$ cat config.mk
export PLATFORM = sky130hd
export DESIGN_NAME = ball_generator
export DESIGN_NICKNAME = d
export VERILOG_FILES = /design/src/rtl/ball_generator_pkg.sv /design/src/rtl/ball_generator_axis.sv /design/src/rtl/ball_generator.sv
export SDC_FILE = /design/constraint.sdc
export NUM_CORES = 1
export LEC_CHECK = 0
export CAP_MARGIN = 20
export CORE_UTILIZATION = 60
export CTS_CLUSTER_DIAMETER = 120
export DETAILED_ROUTE_END_ITERATION = 10
export HOLD_SLACK_MARGIN = 0.06
export PLACE_DENSITY = 0.87
export SYNTH_ARGS = -nofsm -noshare
export SYNTH_HDL_FRONTEND = slang
export SYNTH_SLANG_ARGS = --single-unit
$ cat constraint.sdc
create_clock -name i_Clk -period 6.2 [get_ports i_Clk]
set_clock_uncertainty 0.2 [all_clocks]
set_input_delay 0.93 -clock i_Clk [delete_from_list [all_inputs] [get_ports i_Clk]]
set_output_delay 0.93 -clock i_Clk [all_outputs]
set_load 0.03 [all_outputs]
$ cat src/rtl/ball_generator_pkg.sv
// Shared VGA timing constants and ball FSM encodings.
// Imported by every ball_generator source file.
package ball_generator_pkg;

  localparam logic [10:0] H_VISIBLE_AREA = 11'd640;
  localparam logic [10:0] V_VISIBLE_AREA = 11'd480;

  typedef enum logic [1:0] {
    IDLE   = 2'b00,
    CALC   = 2'b01,
    COMMIT = 2'b10
  } state_t;

endpackage

$ cat src/rtl/ball_generator_axis.sv
// Per-axis bounce arithmetic for the ball.
// Purely combinational; 11-bit sums so the far edge never wraps.
module ball_axis
  import ball_generator_pkg::*;
#(
  parameter int BALL_SIZE = 16,
  parameter int STEP      = 2
) (
  input  logic [9:0]  pos,
  input  logic        dir,
  input  logic [10:0] limit,
  output logic [9:0]  next_pos,
  output logic        next_dir,
  output logic        hit
);

  localparam logic [10:0] SIZE = 11'(BALL_SIZE);
  localparam logic [10:0] STP  = 11'(STEP);
  localparam logic [9:0]  STP10 = 10'(STEP);

  logic [10:0] far_edge;

  assign far_edge = {1'b0, pos} + SIZE + STP;
  assign next_dir = dir ^ hit;

  // dir 0 moves toward the limit, dir 1 toward zero
  always_comb begin
    next_pos = pos;
    hit      = 1'b0;
    if (!dir) begin
      if (far_edge > limit) begin
        next_pos = 10'(limit - SIZE);
        hit      = 1'b1;
      end else begin
        next_pos = pos + STP10;
      end
    end else begin
      if (pos < STP10) begin
        next_pos = 10'd0;
        hit      = 1'b1;
      end else begin
        next_pos = pos - STP10;
      end
    end
  end

endmodule

$ cat src/rtl/ball_generator.sv
// Bouncing ball: per-frame position update and 1-bit video.
// Update runs IDLE -> CALC (shadow) -> COMMIT (copy, bounce pulse).
module ball_generator
  import ball_generator_pkg::*;
#(
  parameter int BALL_SIZE = 16,
  parameter int STEP      = 2,
  parameter int X0        = 100,
  parameter int Y0        = 50
) (
  input  logic       i_Clk,
  input  logic       i_Reset,
  input  logic [9:0] i_HPos,
  input  logic [9:0] i_VPos,
  input  logic       i_HBlank,
  input  logic       i_VReset,
  input  logic       i_Enable,
  output logic       o_Video,
  output logic [9:0] o_BallX,
  output logic [9:0] o_BallY,
  output logic       o_Bounce
);

  localparam logic [10:0] SIZE = 11'(BALL_SIZE);

  state_t state, state_nx;

  logic [9:0] x, y;
  logic       dir_x, dir_y;

  logic [9:0] sh_x, sh_y;
  logic       sh_dx, sh_dy, sh_bounce;

  logic [9:0] nx_x, nx_y;
  logic       nx_dx, nx_dy, hit_x, hit_y;

  logic in_h, in_v;

  ball_axis #(
    .BALL_SIZE(BALL_SIZE),
    .STEP     (STEP)
  ) u_axis_x (
    .pos     (x),
    .dir     (dir_x),
    .limit   (H_VISIBLE_AREA),
    .next_pos(nx_x),
    .next_dir(nx_dx),
    .hit     (hit_x)
  );

  ball_axis #(
    .BALL_SIZE(BALL_SIZE),
    .STEP     (STEP)
  ) u_axis_y (
    .pos     (y),
    .dir     (dir_y),
    .limit   (V_VISIBLE_AREA),
    .next_pos(nx_y),
    .next_dir(nx_dy),
    .hit     (hit_y)
  );

  // FSM state register
  always_ff @(posedge i_Clk) begin
    if (i_Reset) state <= IDLE;
    else         state <= state_nx;
  end

  // next state and bounce pulse; a frame pulse mid-update is ignored
  always_comb begin
    state_nx = state;
    o_Bounce = 1'b0;
    unique case (state)
      IDLE:    if (i_VReset && i_Enable) state_nx = CALC;
      CALC:    state_nx = COMMIT;
      COMMIT: begin
        state_nx = IDLE;
        o_Bounce = sh_bounce;
      end
      default: state_nx = IDLE;
    endcase
  end

  // CALC latches the candidate update into the shadow set
  always_ff @(posedge i_Clk) begin
    if (i_Reset) begin
      sh_x      <= '0;
      sh_y      <= '0;
      sh_dx     <= 1'b0;
      sh_dy     <= 1'b0;
      sh_bounce <= 1'b0;
    end else if (state == CALC) begin
      sh_x      <= nx_x;
      sh_y      <= nx_y;
      sh_dx     <= nx_dx;
      sh_dy     <= nx_dy;
      sh_bounce <= hit_x | hit_y;
    end
  end

  // COMMIT copies the shadow set into the live position
  always_ff @(posedge i_Clk) begin
    if (i_Reset) begin
      x     <= 10'(X0);
      y     <= 10'(Y0);
      dir_x <= 1'b0;
      dir_y <= 1'b0;
    end else if (state == COMMIT) begin
      x     <= sh_x;
      y     <= sh_y;
      dir_x <= sh_dx;
      dir_y <= sh_dy;
    end
  end

  assign in_h = (i_HPos >= x) && ({1'b0, i_HPos} < ({1'b0, x} + SIZE));
  assign in_v = (i_VPos >= y) && ({1'b0, i_VPos} < ({1'b0, y} + SIZE));

  // registered pixel drive, one cycle behind the beam position
  always_ff @(posedge i_Clk) begin
    if (i_Reset) o_Video <= 1'b0;
    else         o_Video <= !i_HBlank && in_h && in_v;
  end

  assign o_BallX = x;
  assign o_BallY = y;

endmodule

Word-level counts from Yosys, hierarchy flattened. Cells that the tools add are included.

Bits in registers: 48. Output and inout port bits: 22. Input bits: 25. Word-level logic and storage cells: 55.

Add/sub/neg operators: 8. Bitwise logic cells: 3. Equal/unequal tests: 3. Magnitude comparators: 8. Mux-type cells: 15. Reductions and logical operators: 7.

Operators with widths (number): 10-bit two-way mux (6); 10-bit by 5-bit adder with 11-bit output, second input constant (2); 11-bit by 2-bit adder with 11-bit output, second input constant (2); 10-bit by 11-bit less-than comparator with 1-bit output (2); 10-bit by 2-bit adder with 10-bit output, second input constant (2); 10-bit >= comparator (2); 10-bit by 2-bit less-than comparator with 1-bit output, second input constant (2); 10-bit by 2-bit subtractor with 10-bit output, second input constant (2); 11-bit by 10-bit greater-than comparator with 1-bit output, second input constant (1); 11-bit by 9-bit greater-than comparator with 1-bit output, second input constant (1); 1-bit two-way mux (7); 1-bit logical AND (5); 2-bit one-hot mux with 2 select lines (1); 2-bit by 1-bit equality test with 1-bit output, second input constant (1); 2-bit equality test, second input constant (1); 2-bit logical NOT (1); 2-bit two-way mux (1); 2-bit != test, second input constant (1); 1-bit bitwise XOR (2); 1-bit logical NOT (1); 1-bit OR (1).

Longest topological paths before layout.
Word-level depth: 6. Gate-level depth with buffers: 10. Depth with buffers taken out: 10.

Hierarchy. A second synthesis with hierarchy kept.

Cells, all modules: 653. Area, all modules: 4767.1 µm².

By module, submodules not included: ball_generator (instances 1, cells an instance 328, sequential area each 960.9 µm², area an instance 2600.0 µm²); ball_axis (u_axis_x) (instances 1, cells an instance 162, sequential area each 0.0 µm², area an instance 1093.5 µm²); ball_axis (u_axis_y) (instances 1, cells an instance 163, sequential area each 0.0 µm², area an instance 1073.5 µm²).

Worst setup path after synthesis. No wires, ideal clock.

Path type: flip-flop to flip-flop. Start point: register y[1] (netlist: o_BallY[1]). End point: register sh_bounce. Library setup time: 0.120 ns. Period minus slack after synthesis: 3.054 ns. Buffers on the path: 1. Stages on the path, launching flop included: 11. Setup slack: 3.146 ns. Data required time: 5.880 ns. Data arrival time: 2.735 ns. Cell sequence: dfxtp_1 > clkbuf_1 > inv_1 > ha_1 > or3b_1 > o31a_1 > a221oi_1 > o21ai_1 > a21oi_1 > nor2_1 > o31a_1.

Cells in the longest elaborated chain, start to end: 6. Elaborated cells on any way between the ends: 8. Classes of those cells: add/sub (2); order compare (2); mux (3); bitwise (1).

Ends and longest elaborated chain: start: declaration (line ball_generator.sv:28) `logic [9:0] x, y;`; start signal: assignment (line ball_generator.sv:105) `y <= 10'(Y0);`; start signal: assignment (line ball_generator.sv:110) `y <= sh_y;`; 10-bit by 5-bit adder with 11-bit output (line ball_generator_axis.sv:23) `assign far_edge = {1'b0, pos} + SIZE + STP;`; 11-bit by 2-bit adder with 11-bit output (line ball_generator_axis.sv:23); 11-bit by 9-bit greater-than comparator with 1-bit output (line ball_generator_axis.sv:31) `if (far_edge > limit) begin`; 1-bit two-way mux (line ball_generator_axis.sv:31); 1-bit two-way mux * (line ball_generator_axis.sv:30) `if (!dir) begin`; 1-bit OR * (line ball_generator.sv:97) `sh_bounce <= hit_x | hit_y;`; end signal: assignment (line ball_generator.sv:97); end: declaration (line ball_generator.sv:32) `logic sh_dx, sh_dy, sh_bounce;`.

Every way passes the cells marked *; elsewhere a longest branch is shown, timed or not. A chain may end at the register's enable or synchronous reset.

Worst setup path after layout.
Start point: register x[2] (netlist: o_BallX[2]). End point: register sh_x[9].

Cells in the longest elaborated chain, start to end: 5. Elaborated cells on any way between the ends: 9. Classes of those cells: add/sub (4); order compare (2); mux (3).

Ends and longest elaborated chain: start: declaration (line ball_generator.sv:28); start signal: assignment (line ball_generator.sv:104) `x <= 10'(X0);`; 10-bit by 5-bit adder with 11-bit output (line ball_generator_axis.sv:23); 11-bit by 2-bit adder with 11-bit output (line ball_generator_axis.sv:23); 11-bit by 10-bit greater-than comparator with 1-bit output (line ball_generator_axis.sv:31); 10-bit two-way mux (line ball_generator_axis.sv:31); 10-bit two-way mux * (line ball_generator_axis.sv:30); end signal: assignment (line ball_generator.sv:93) `sh_x <= nx_x;`; end: declaration (line ball_generator.sv:31) `logic [9:0] sh_x, sh_y;`.

Marks and branches as above.

==> impl_metrics.json <==
{
  "rows": 28,
  "final-setup-viol-count": 0,
  "hold_buffers": 0,
  "cts.path.max_buffers": 2,
  "die_area_um2": 6590,
  "drt_pass1_iterations": 5,
  "antenna_found_initial": 0,
  "ys_ff_latch": 48,
  "yosys.area_share.simple_pct": 23.5,
  "numCtsBuffers": 5,
  "cts.sinks": 48,
  "clkSlewWorstSetupHoldPaths_ns": 0.09,
  "cts-root-buf": "clkbuf_8",
  "critPathMaxFanout": 9,
  "synthXorXnorAreaFrac_pct": 6.55,
  "synth_mux_area_share_pct": 0.532,
  "power.internal_uw": 453,
  "fin_setup_tns_ns": 0,
  "die_h_um": 81.2,
  "synth-main-ff-cell": "dfxtp_1",
  "gr-total-overflow": 0,
  "slew_viol_final": 0,
  "routabilityCongestion": 0.933,
  "htreeDepth": 2,
  "p_comb_share_pct": 15.8,
  "max_slew_margin_pct": 49.6,
  "fin_crit_ns": 3.29,
  "diodes": 0,
  "r2r_cells": 8,
  "async_flop_share_pct": 0,
  "cellLeakagePower_nw": 1.66,
  "startpoint_type": "flop",
  "holdPathStages": 2,
  "rsz0062_at_grt": "no",
  "post_cts_buffers": 0,
  "hold_violations": 0,
  "synth-edff-count": 0,
  "switching_share_pct": 27.0,
  "status": "complete, no violations",
  "drtIter0Drc": 310,
  "grt_pass1_vias": 3294,
  "cp.depth": 8,
  "route.vias.total": 3666,
  "vias_per_cell": 6.27,
  "drc": 0,
  "cp_cell_sequence": "inv_1 > ha_1 > or4_1 > nor4_1 > o22ai_1 > a211oi_4 > a21oi_1 > a31o_1",
  "hpwl_mm": 6.92,
  "core-area_um2": 5990,
  "io_pins": 47,
  "finalPower_uw": 620,
  "start_util_pct": 62.8,
  "synth_compound_area_share_pct": 23.9,
  "grt_first_pass_wirelength_mm": 15.3,
  "seq_power_share_pct": 52.6,
  "critPathArrivalTime_ns": 3.29,
  "p_switching_uw": 167,
  "grt_max_degree": 49,
  "pwr_density_cell_nw_per_um2": 144,
  "slowest_delay_ns": 0.53,
  "area_growth_pct": 14.7,
  "synth_area_per_cell_um2": 7.80,
  "worst_pin_slew_ns": 0.756,
  "synth-seq-area-share_pct": 25.5,
  "syn-num-nets": 549,
  "netlist_area_um2": 3760,
  "final_net_count": 577,
  "worst-setup-path-type": "reg -> reg",
  "min_period_over_period_pct": 53.0,
  "wl_per_cell_um": 16.1,
  "synth_cell_type_count": 62,
  "synthAdderAreaFrac_pct": 14.0,
  "critPathSlowestCell": "a211oi_4",
  "maxCapViolCount": 0,
  "worstPathRequired_ns": 6.20,
  "numPortBuffers": 46,
  "die_w_um": 81.2,
  "fmax_mhz": 304,
  "irDropWorstVdd_uv": 172,
  "hp-class": "reg -> reg",
  "drive_gt1_share_pct": 5.10,
  "drt-total-wl_mm": 9.44,
  "synth_warnings": 0,
  "globalRouteTotalUtil_pct": 29.7,
  "post_cts_resized": 0,
  "clockPowerShare_pct": 31.6,
  "synth_top_family_by_area": "compound AO/OA/AOI/OAI gates",
  "cts_tree": "built",
  "synth_cells": 482,
  "endpoint_kind": "flop",
  "ant_nets": 0,
  "path_delay_family": "compound AO/OA/AOI/OAI gates",
  "path_buf_inv": 1,
  "clkLatencyLatePin_ns": 0.31
}
## cell usage in the layout, fill, tap and decap left out, drive strengths merged, types with 3 or more instances in the layout
cell and instances:
a221oi 9, a21o 5, ha 42, nor2b 7, o31a 6, clkbuf 6, nand3 14, and4 3
and3 5, clkdlybuf4s50 46, nor2 46, nand2 50, dfxtp 48, a211oi 11, o211ai 5, o221ai 3
xor2 8, nor4 3, a31oi 4, a21oi 38, nand4 3, o31ai 4, o22ai 4, inv 29
xnor2 18, a211o 7, o21a 4, nand2b 8, buf 3, o21ai 18, nor3 23
## flip-flops by register name (all words and copies together), names as in the netlist
name       cells
sh_dy          1
sh_x          10
dir_x          1
o_Video        1
sh_bounce      1
o_BallX       10
state          2
sh_y          10
dir_y          1
sh_dx          1
o_BallY       10
## synthesized netlist by cell type, types with 4 or more instances
cell type / instances / area share (%)
o31a_1: 6 / 1.4
a21o_1: 5 / 1.0
nand2_1: 50 / 5.0
xor2_1: 8 / 1.9
a31oi_1: 4 / 0.67
dfxtp_1: 48 / 26
inv_1: 26 / 2.6
nor2_1: 45 / 4.5
ha_1: 42 / 14
nand2b_1: 8 / 1.3
nand3_1: 14 / 1.9
a211oi_1: 10 / 2.0
a21oi_1: 38 / 5.1
clkbuf_1: 20 / 2.0
a211o_1: 7 / 1.6
nor2b_1: 7 / 1.2
o21a_1: 4 / 0.80
o211ai_1: 5 / 1.0
xnor2_1: 17 / 4.0
o22ai_1: 4 / 0.67
buf_2: 5 / 0.67
nor3_1: 21 / 2.8
and3_1: 5 / 0.83
o21ai_0: 17 / 2.3
a221oi_1: 9 / 2.1
## worst reg2reg max path: stages, from the launching register on
cell	delay [ns]
dfxtp_1	0.52
inv_1	0.16
ha_1	0.33
or4_1	0.51
nor4_1	0.35
o22ai_1	0.23
a211oi_4	0.53
a21oi_1	0.15
a31o_1	0.22
## metal layers
metal  track usage [%]  vias to the layer above  part of all wire, %
li1                  -                     1790                    -
met1              39.9                     1717                   46
met2              48.0                      148                   46
met3              5.51                       11                  6.3
met4              9.11                        0                  1.1
met5                 0                        -                    0
## power by group through the flow
| stage | Combinational [mW] | Clock [mW] | Sequential (mW) |
|---|---|---|---|
| global placement | 0.0937 | 0 | 0.332 |
| finish | 0.0981 | 0.196 | 0.326 |
| CTS | 0.0977 | 0.198 | 0.326 |
| detailed placement | 0.0969 | 0 | 0.333 |
| global route | 0.109 | 0.208 | 0.327 |
| floorplan | 0.0606 | 0 | 0.332 |
## cell type report
type | instances | area [um^2]
multi-input combinational | 377 | 2570
fill | 463 | 1680
clock buffer | 6 | 82.6
tap | 75 | 93.8
inverter | 29 | 109
clock inverter | 1 | 8.76
sequential | 48 | 961
timing repair buffer | 49 | 483
## final timing paths
kind | slack (ns) | start | to
worst max-delay path | 2.91 | o_BallX[2] | sh_x[9]
worst min-delay path | 0.26 | sh_x[4] | o_BallX[4]
worst max register to register | 2.91 | o_BallX[2] | sh_x[9]
worst min register to register | 0.26 | sh_x[4] | o_BallX[4]
## metrics by stage
stage                     worst slack (ns)  std cells  util [%]  hold slack, ns  area [um^2]
after floorplan                       3.15        482         -           0.232         3760
after global placement                3.18        578      70.5           0.236         4220
after detailed placement              3.07        578      70.5           0.243         4220
after CTS                             3.02        585      72.0           0.258         4310
after global routing                  2.80        585      72.0           0.269         4310
final                                 2.91        585      72.0           0.256         4310
## cell families (layout without fill, tap and decap cells)
| kind of cell | count (synthesis) | after routing |
|---|---|---|
| adders and majority gates | 42 | 42 |
| buffers and inverters | 57 | 85 |
| DFF | 48 | 48 |
| AOI/OAI and AO/OA | 130 | 130 |
| and+or+nand+nor | 177 | 177 |
| xor gates and xnor gates | 26 | 26 |
| muxes | 2 | 2 |
No activity file was read; power rests on OpenSTA's default activity.
